[src/rtl/sevenseg_pkg.sv]
`default_nettype none
// ---------------------------------------------------------------------------
// sevenseg_pkg : glyph codes, FSM encoding and result type for 7-seg receive
// Rev 1.0
// ---------------------------------------------------------------------------
package sevenseg_pkg;

  localparam int SEG_W = 7;

  // Active-low {a,b,c,d,e,f,g}
  localparam logic [SEG_W-1:0] SEG_0     = 7'b0000001;
  localparam logic [SEG_W-1:0] SEG_1     = 7'b1001111;
  localparam logic [SEG_W-1:0] SEG_2     = 7'b0010010;
  localparam logic [SEG_W-1:0] SEG_3     = 7'b0000110;
  localparam logic [SEG_W-1:0] SEG_4     = 7'b1001100;
  localparam logic [SEG_W-1:0] SEG_5     = 7'b0100100;
  localparam logic [SEG_W-1:0] SEG_6     = 7'b0100000;
  localparam logic [SEG_W-1:0] SEG_7     = 7'b0001111;
  localparam logic [SEG_W-1:0] SEG_8     = 7'b0000000;
  localparam logic [SEG_W-1:0] SEG_9     = 7'b0000100;
  localparam logic [SEG_W-1:0] SEG_A     = 7'b0001000;
  localparam logic [SEG_W-1:0] SEG_B     = 7'b1100000;
  localparam logic [SEG_W-1:0] SEG_C     = 7'b0110001;
  localparam logic [SEG_W-1:0] SEG_D     = 7'b1000010;
  localparam logic [SEG_W-1:0] SEG_E     = 7'b0110000;
  localparam logic [SEG_W-1:0] SEG_F     = 7'b0111000;
  localparam logic [SEG_W-1:0] SEG_BLANK = 7'b1111111;

  localparam logic [0:0] ST_IDLE = 1'b0;
  localparam logic [0:0] ST_PEND = 1'b1;

  typedef struct packed {
    logic [3:0] digit;
    logic       blank;
    logic       invalid;
  } glyph_t;

endpackage
`default_nettype wire

[src/rtl/seg_glyph_decode.sv]
`default_nettype none
// ---------------------------------------------------------------------------
// seg_glyph_decode : combinational active-low 7-seg pattern to hex digit
// Rev 1.0
// ---------------------------------------------------------------------------
module seg_glyph_decode
  import sevenseg_pkg::*;
(
  input  logic [SEG_W-1:0] i_seg,
  output glyph_t           o_glyph
);

  always_comb begin
    o_glyph = '{digit: 4'h0, blank: 1'b0, invalid: 1'b0};
    case (i_seg)
      SEG_0:     o_glyph.digit = 4'h0;
      SEG_1:     o_glyph.digit = 4'h1;
      SEG_2:     o_glyph.digit = 4'h2;
      SEG_3:     o_glyph.digit = 4'h3;
      SEG_4:     o_glyph.digit = 4'h4;
      SEG_5:     o_glyph.digit = 4'h5;
      SEG_6:     o_glyph.digit = 4'h6;
      SEG_7:     o_glyph.digit = 4'h7;
      SEG_8:     o_glyph.digit = 4'h8;
      SEG_9:     o_glyph.digit = 4'h9;
      SEG_A:     o_glyph.digit = 4'hA;
      SEG_B:     o_glyph.digit = 4'hB;
      SEG_C:     o_glyph.digit = 4'hC;
      SEG_D:     o_glyph.digit = 4'hD;
      SEG_E:     o_glyph.digit = 4'hE;
      SEG_F:     o_glyph.digit = 4'hF;
      SEG_BLANK: o_glyph.blank = 1'b1;
      default:   o_glyph.invalid = 1'b1;
    endcase
  end

endmodule
`default_nettype wire

[src/rtl/sevenseg_rx_decoder.sv]
`default_nettype none
// ---------------------------------------------------------------------------
// sevenseg_rx_decoder : sync + debounce a 7-seg bus, emit each new stable glyph
// Optional invalid-pattern counter with SEVSEG_ERR_CNT_EN.  Rev 1.0
// ---------------------------------------------------------------------------
module sevenseg_rx_decoder
  import sevenseg_pkg::*;
#(
  parameter int STABLE_CYCLES = 4
)
(
  input  logic             clk,
  input  logic             rst,
  input  logic [SEG_W-1:0] seg_in,
  output logic             out_valid,
  input  logic             out_ready,
  output logic [3:0]       digit,
  output logic             blank,
  output logic             invalid,
  output logic [SEG_W-1:0] seg_raw
`ifdef SEVSEG_ERR_CNT_EN
  ,
  output logic [7:0]       err_cnt
`endif
);

  localparam int                c_CNT_W   = $clog2(STABLE_CYCLES);
  localparam logic [c_CNT_W-1:0] c_CNT_MAX = c_CNT_W'(STABLE_CYCLES - 1);

  logic [SEG_W-1:0]   r_sync1, r_sync2, r_prev, r_last;
  logic [c_CNT_W-1:0] r_cnt;
  logic [0:0]         r_state, w_state_nxt;
  logic [3:0]         r_digit;
  logic               r_blank, r_invalid;
  logic               w_stable, w_load;
  glyph_t             w_glyph;

  always_ff @(posedge clk or posedge rst) begin
    if (rst) begin
      r_sync1 <= SEG_BLANK;
      r_sync2 <= SEG_BLANK;
    end else begin
      r_sync1 <= seg_in;
      r_sync2 <= r_sync1;
    end
  end

  always_ff @(posedge clk or posedge rst) begin
    if (rst) begin
      r_prev <= SEG_BLANK;
      r_cnt  <= '0;
    end else if (r_sync2 != r_prev) begin
      r_prev <= r_sync2;
      r_cnt  <= '0;
    end else if (r_cnt != c_CNT_MAX) begin
      r_cnt  <= r_cnt + 1'b1;
    end
  end

  assign w_stable = (r_sync2 == r_prev) && (r_cnt == c_CNT_MAX);
  // r_last doubles as seg_raw: both always hold the most recently loaded pattern
  assign w_load   = w_stable && (r_prev != r_last) &&
                    ((r_state == ST_IDLE) || out_ready);

  seg_glyph_decode u_decode (
    .i_seg   (r_prev),
    .o_glyph (w_glyph)
  );

  always_ff @(posedge clk or posedge rst) begin
    if (rst) r_state <= ST_IDLE;
    else     r_state <= w_state_nxt;
  end

  always_comb begin
    w_state_nxt = r_state;
    case (r_state)
      ST_IDLE: if (w_load) w_state_nxt = ST_PEND;
      ST_PEND: if (out_ready && !w_load) w_state_nxt = ST_IDLE;
      default: w_state_nxt = ST_IDLE;
    endcase
  end

  always_comb begin
    out_valid = (r_state == ST_PEND);
  end

  always_ff @(posedge clk or posedge rst) begin
    if (rst) begin
      r_digit   <= 4'h0;
      r_blank   <= 1'b0;
      r_invalid <= 1'b0;
      r_last    <= SEG_BLANK;
    end else if (w_load) begin
      r_digit   <= w_glyph.digit;
      r_blank   <= w_glyph.blank;
      r_invalid <= w_glyph.invalid;
      r_last    <= r_prev;
    end
  end

  assign digit   = r_digit;
  assign blank   = r_blank;
  assign invalid = r_invalid;
  assign seg_raw = r_last;

`ifdef SEVSEG_ERR_CNT_EN
  logic [7:0] r_err_cnt;

  always_ff @(posedge clk or posedge rst) begin
    if (rst)                                             r_err_cnt <= 8'h00;
    else if (w_load && w_glyph.invalid && r_err_cnt != 8'hFF) r_err_cnt <= r_err_cnt + 8'h01;
  end

  assign err_cnt = r_err_cnt;
`endif

endmodule
`default_nettype wire

[config.mk]
export PLATFORM = sky130hd
export DESIGN_NAME = sevenseg_rx_decoder
export DESIGN_NICKNAME = d
export VERILOG_FILES = /design/src/rtl/sevenseg_pkg.sv /design/src/rtl/seg_glyph_decode.sv /design/src/rtl/sevenseg_rx_decoder.sv
export SDC_FILE = /design/constraint.sdc
export NUM_CORES = 1
export LEC_CHECK = 0
export ABC_AREA = 1
export BUFFER_PORTS_ARGS = -buffer_cell sky130_fd_sc_hd__buf_2
export CAP_MARGIN = 10
export CORE_AREA = 2 2 89 91
export CTS_CLUSTER_SIZE = 14
export DETAILED_ROUTE_END_ITERATION = 8
export DIE_AREA = 0 0 91 93
export GPL_ROUTABILITY_DRIVEN = 0
export SYNTH_ARGS = -nofsm -noshare
export SYNTH_HDL_FRONTEND = slang
export SYNTH_SLANG_ARGS = --single-unit
[constraint.sdc]
create_clock -name clk -period 1.85 [get_ports clk]
set_input_delay 0.0925 -clock clk [delete_from_list [all_inputs] [get_ports clk]]
set_output_delay 0.0925 -clock clk [all_outputs]
set_load 0.03 [all_outputs]
# Word level (Yosys, flattened, before mapping)
# Index checks and enable logic that the tools add are counted.
# op_classes
add_sub_neg	1
n_eq_ne	21
muxes	8
bitwise	1
reduce_logical	9
# op_table
op	n
4-bit one-hot mux with 15 select lines	1
7-bit by 6-bit equality test with 1-bit output, second input constant	5
7-bit equality test, second input constant	5
17-bit OR reduction	1
7-bit by 3-bit equality test with 1-bit output, second input constant	2
7-bit by 4-bit equality test with 1-bit output, second input constant	2
7-bit inequality test	2
7-bit by 1-bit equality test with 1-bit output, second input constant	1
7-bit by 5-bit equality test with 1-bit output, second input constant	1
7-bit equality test	1
7-bit logical NOT	1
1-bit logical AND	4
1-bit 2-to-1 mux	4
2-bit 2-to-1 mux	2
2-bit by 1-bit adder with 2-bit output, second input constant	1
2-bit equality test, second input constant	1
2-bit inequality test, second input constant	1
1-bit one-hot mux with 2 select lines	1
2-bit nonzero test	1
1-bit logical NOT	1
1-bit logical OR	1
1-bit inverter	1
# word_totals
register_bits	37
in_bits	10
out_inout_bits	14
elab_cells	49

# Depth between registers and ports, before layout
# logic_depth
depth_word	8
depth_mapped	12
mapped_depth_nobuf	11

# By module
# A second synthesis with hierarchy kept.
# unflattened
cells_unflattened	225
area_unflattened_um2	1915.6
# by_module_without_submodules
mod	n_inst	cells_per_inst	area_per_inst_um2	seq_area_each_um2
sevenseg_rx_decoder	1	151	1556.5	960.9
seg_glyph_decode	1	74	359.1	0.0

# Least setup slack after synthesis
# No wires, ideal clock.
# synth_timing
path_kind	register -> register
from	register r_prev[4]
to	register r_blank, in the netlist blank
setup_time_ns	0.117
arrival_time_ns	1.396
t_required_ns	1.733
setup_slack_ns	0.337
path_stages_with_launch	12
path_buffers	2
period_less_slack_ns	1.513
cell_sequence	dfstp_2 > buf_6 > inv_4 > nand2_2 > nand2_1 > nor2_1 > nand2_1 > nor2_4 > nand4_2 > buf_4 > nand2_1 > nand2_1
# synth_between
elab_chain_cells	4
word_cells_on_any_way	7
classes_between	eq/ne (3); mux (1); reduce/logical (3)
# synth_rtl
element	line	source
from (decl)	sevenseg_rx_decoder.sv:30	logic [SEG_W-1:0] r_sync1, r_sync2, r_prev, r_last;
from (signal assigned)	sevenseg_rx_decoder.sv:53	r_prev <= r_sync2;
7-bit equality test	sevenseg_rx_decoder.sv:60	assign w_stable = (r_sync2 == r_prev) && (r_cnt == c_CNT_MAX);
1-bit logical AND	sevenseg_rx_decoder.sv:60	
1-bit logical AND (2 in a row)	sevenseg_rx_decoder.sv:62	assign w_load = w_stable && (r_prev != r_last) &&
to (signal assigned)	sevenseg_rx_decoder.sv:96	r_blank <= w_glyph.blank;
to (decl)	sevenseg_rx_decoder.sv:34	logic r_blank, r_invalid;
# Several ways; a longest one is shown, not always the timed one.
# A chain may end at the register's enable or synchronous reset.

# Worst setup path in the final report
# layout_timing
from	register r_prev[4]
to	register r_last[0], in the netlist seg_raw[0]
# layout_between
elab_chain_cells	4
word_cells_on_any_way	5
classes_between	eq/ne (2); reduce/logical (3)
# layout_rtl
element	line	source
7-bit equality test	sevenseg_rx_decoder.sv:60	
1-bit logical AND	sevenseg_rx_decoder.sv:60	
1-bit logical AND (*) (2 in a row)	sevenseg_rx_decoder.sv:62	
to (signal assigned)	sevenseg_rx_decoder.sv:98	r_last <= r_prev;
to (decl)	sevenseg_rx_decoder.sv:30	
# Every way passes the cells marked *; elsewhere a longest branch is shown, timed or not.

==> insert_results.sql <==
INSERT INTO impl_metrics (metric_group, metric, value, unit) VALUES
('setup_path', 'ff2ff_setup_slack', '140', 'ps'),
('timing', 'timing.clock.skew', '7.13', 'ps'),
('cells_and_area', 'finalNonFillerCells', '346', ''),
('yosys', 'synth_seq_cells', '37', ''),
('power', 'p_int', '1.16', 'mW'),
('yosys', 'sequential_to_total_area_share_from_yosys_stat', '52.4', '%'),
('route', 'detail_route.wl_per_cell', '10.1', 'um'),
('floorplanning', 'die_h', '93', 'um'),
('timing', 'report.final.slew_viol_count', '0', ''),
('place', 'dp.cells', '328', ''),
('timing', 'finalSetupTns', '0', 'ps'),
('setup_path', 'worst_r2r_path_depth', '11', ''),
('yosys', 'synth_area_leader_cell', 'sky130_fd_sc_hd__dfstp_2', ''),
('route', 'routed_via_density', '3.89', ''),
('timing', 'maximum_clock_frequency', '585', 'MHz'),
('cts', 'h-tree-depth', '2', ''),
('global_route', 'grt_first_pass_wirelength', '5.96', 'mm'),
('cts', 'clk_path_buf_depth', '2', ''),
('global_route', 'grt_antenna_before_repair', '0', ''),
('setup_path', 'critical_path.reg2reg.startpoint', 'r_prev[4]$_DFFE_PP1P_', ''),
('place', 'place.detailed.hpwl', '2.47', 'mm'),
('route', 'num_vias', '1346', ''),
('cells_and_area', 'nNetsFinal', '254', ''),
('hold_path', 'whs_path_depth', '4', ''),
('power', 'total_power_consumption', '1.54', 'mW'),
('job', 'maxCapViolations', '0', ''),
('route', 'drt_pre_antenna_iters', '4', ''),
('cts', 'cts_bufs_inserted', '5', ''),
('timing', 'grt_setup_unrepaired', 'false', ''),
('yosys', 'postSynthCellCount', '216', ''),
('cells_and_area', 'area_growth', '18.7', '%'),
('cells_and_area', 'drive_above_1_share', '29.9', '%'),
('global_route', 'grt.total_usage', '8.90', '%'),
('setup_path', 'required', '2090', 'ps'),
('timing', 'layout_worst_path_cycle_share', '92.4', '%'),
('yosys', 'asyncSetResetFlopFracSynth', '100', '%'),
('hold_path', 'worst_hold_startpoint', 'out_ready', ''),
('power', 'power_density', '705', 'nW/um2'),
('cts', 'cts_clock_pin_slew_for_the_worst_setup_and_hold_paths', '80', 'ps'),
('setup_path', 'path_max_fanout', '7', ''),
('yosys', 'syn-num-nets', '227', ''),
('route', 'drt_first_iter_violations', '36', ''),
('timing', 'report.final.hold_viol_count', '0', ''),
('yosys', 'synth_area_per_cell', '8.50', 'um2'),
('status', 'outcome', 'completed', ''),
('power', 'static_leak', '1.10', 'nW'),
('power', 'irDropWorstVdd', '0.409', 'mV'),
('cells_and_area', 'insertedDiodeCount', '0', ''),
('cells_and_area', 'post-route-cell-area', '2180', 'um2'),
('place', 'placedInstanceArea', '1980', 'um2'),
('global_route', 'grt_overflow', '0', ''),
('place', 'io_buffer_count', '23', ''),
('yosys', 'synth-edff-count', '0', ''),
('floorplanning', 'num_ports', '24', ''),
('route', 'drtAntennaViolNets', '0', ''),
('setup_path', 'worstSetupStartpointType', 'flop', ''),
('cts', 'clk-insertion-delay-late', '290', 'ps'),
('global_route', 'grt_pass1_vias', '1360', ''),
('timing', 'report.final.setup_viol', '0', ''),
('floorplanning', 'chipWidth', '91', 'um'),
('yosys', 'mappedNetlistArea', '1840', 'um2'),
('cts', 'clock_tree.root_cell', 'sky130_fd_sc_hd__clkbuf_8', ''),
('setup_path', 'criticalPathCategory', 'reg2reg', ''),
('yosys', 'synth-warning-count', '0', ''),
('global_route', 'grt_start_max_net_pins', '38', ''),
('cts', 'cts.sink_count', '37', ''),
('setup_path', 'r2r-end', 'seg_raw[0]$_DFFE_PP1P_', ''),
('power', 'sequentialPowerShare', '57.0', '%'),
('hold_path', 'holdCritPathClass', 'in2reg', ''),
('yosys', 'synth_cell_type_count', '24', ''),
('route', 'detail_route.wirelength', '3.50', 'mm');
how the worst max path moves through the flow:
stage	startpoint	end	slack, ps	cells past startpoint
floorplan	r_prev[4]$_DFFE_PP1P_	blank$_DFFE_PP0P_	340	11
global placement	r_prev[4]$_DFFE_PP1P_	blank$_DFFE_PP0P_	80	9
detailed placement	r_prev[4]$_DFFE_PP1P_	digit[2]$_DFFE_PP0P_	100	9
CTS	r_prev[4]$_DFFE_PP1P_	digit[2]$_DFFE_PP0P_	90	9
global route	r_prev[4]$_DFFE_PP1P_	seg_raw[0]$_DFFE_PP1P_	20	11
finish	r_prev[4]$_DFFE_PP1P_	seg_raw[0]$_DFFE_PP1P_	140	11
stage by stage:
step / setup WS [ps] / hold WS, ps / util, %
finish: 140 / 210 / 29.0
detailed placement: 98.6 / 199 / 26.3
global route: 19.0 / 236 / 29.0
global placement: 83.2 / 198 / 26.3
floorplan: 337 / 97.0 / -
CTS: 85.9 / 162 / 28.5
power groups by stage:
stage	Clock [mW]	Combinational, mW	Sequential (mW)
after global placement	0	0.0980	0.888
after floorplan	0	0.100	0.874
after global routing	0.622	0.125	0.879
after detailed placement	0	0.0985	0.889
final	0.552	0.110	0.876
after CTS	0.582	0.111	0.876
cells in the final DEF (no fill, tap or decap), drive strengths merged:
master and count:
dfstp 28, and3 1, dlygate4sd3 8, nand4 4, clkinv 2, clkinvlp 1
o21ai 1, dfrtp 9, mux2i 1, nor2 31, xnor2 8, clkbuf 5
nor3 1, xor2 4, ha 1, or2 1, buf 28, nand3 10
inv 21, nand2 79
cells in the mapped netlist, drive strengths merged, types with 4 or more instances:
library cell,instances
nand2,79
nor2,31
dfstp,28
inv,21
nand3,10
buf,9
dfrtp,9
xnor2,8
clkbuf,7
nand4,4
xor2,4
critical path, cell delays in order (launching register included):
cell	delay, ps
sky130_fd_sc_hd__dfstp_2	640
sky130_fd_sc_hd__inv_4	70
sky130_fd_sc_hd__nand2_2	50
sky130_fd_sc_hd__nand2_1	40
sky130_fd_sc_hd__nor2_1	90
sky130_fd_sc_hd__nand2_1	90
sky130_fd_sc_hd__nor2_4	150
sky130_fd_sc_hd__nand3_2	120
sky130_fd_sc_hd__nor2_4	160
sky130_fd_sc_hd__buf_4	140
sky130_fd_sc_hd__nand2_1	60
sky130_fd_sc_hd__nand2_1	60
repair_timing:
item,CTS,global route
endpoints found under the setup margin,0,10
setup buffers,0,2
gates resized for setup,0,1
endpoints found under the hold margin,16,0
hold buffers,8,0
sequential cells by signal, indices dropped and copies added (netlist names):
register / cells
r_sync2: 7
seg_raw: 7
invalid: 1
r_sync1: 7
digit: 4
blank: 1
out_valid: 1
r_prev: 7
r_cnt: 2
logic make-up after synthesis:
family,synth area share (%)
buffers and inverters,11.2
xor gates and xnor gates,5.73
and+or+nand+nor,29.2
AOI/OAI and AO/OA,0.272
DFF,52.4
adders and majority gates,0.682
muxes,0.545
per-layer routing:
layer  up-vias  GRT usage (%)  part of all wire (%)
met1       614           10.2                    45
met4         0           3.41                   2.0
met3         9           2.82                   4.7
li1        693              -                     -
met2        30           15.6                    48
met5         -              0                     0
final cells by class:
cell class                      count  area (um2)
Timing Repair Buffer               36         245
Clock buffer                        5        68.8
Fill cell                         829        5350
Multi-Input combinational cell    142         678
Clock inverter                      3        17.5
Tap cell                          102         128
Sequential cell                    37         961
Inverter                           21        81.3
Note: power is estimated with default switching activity, not from simulation.
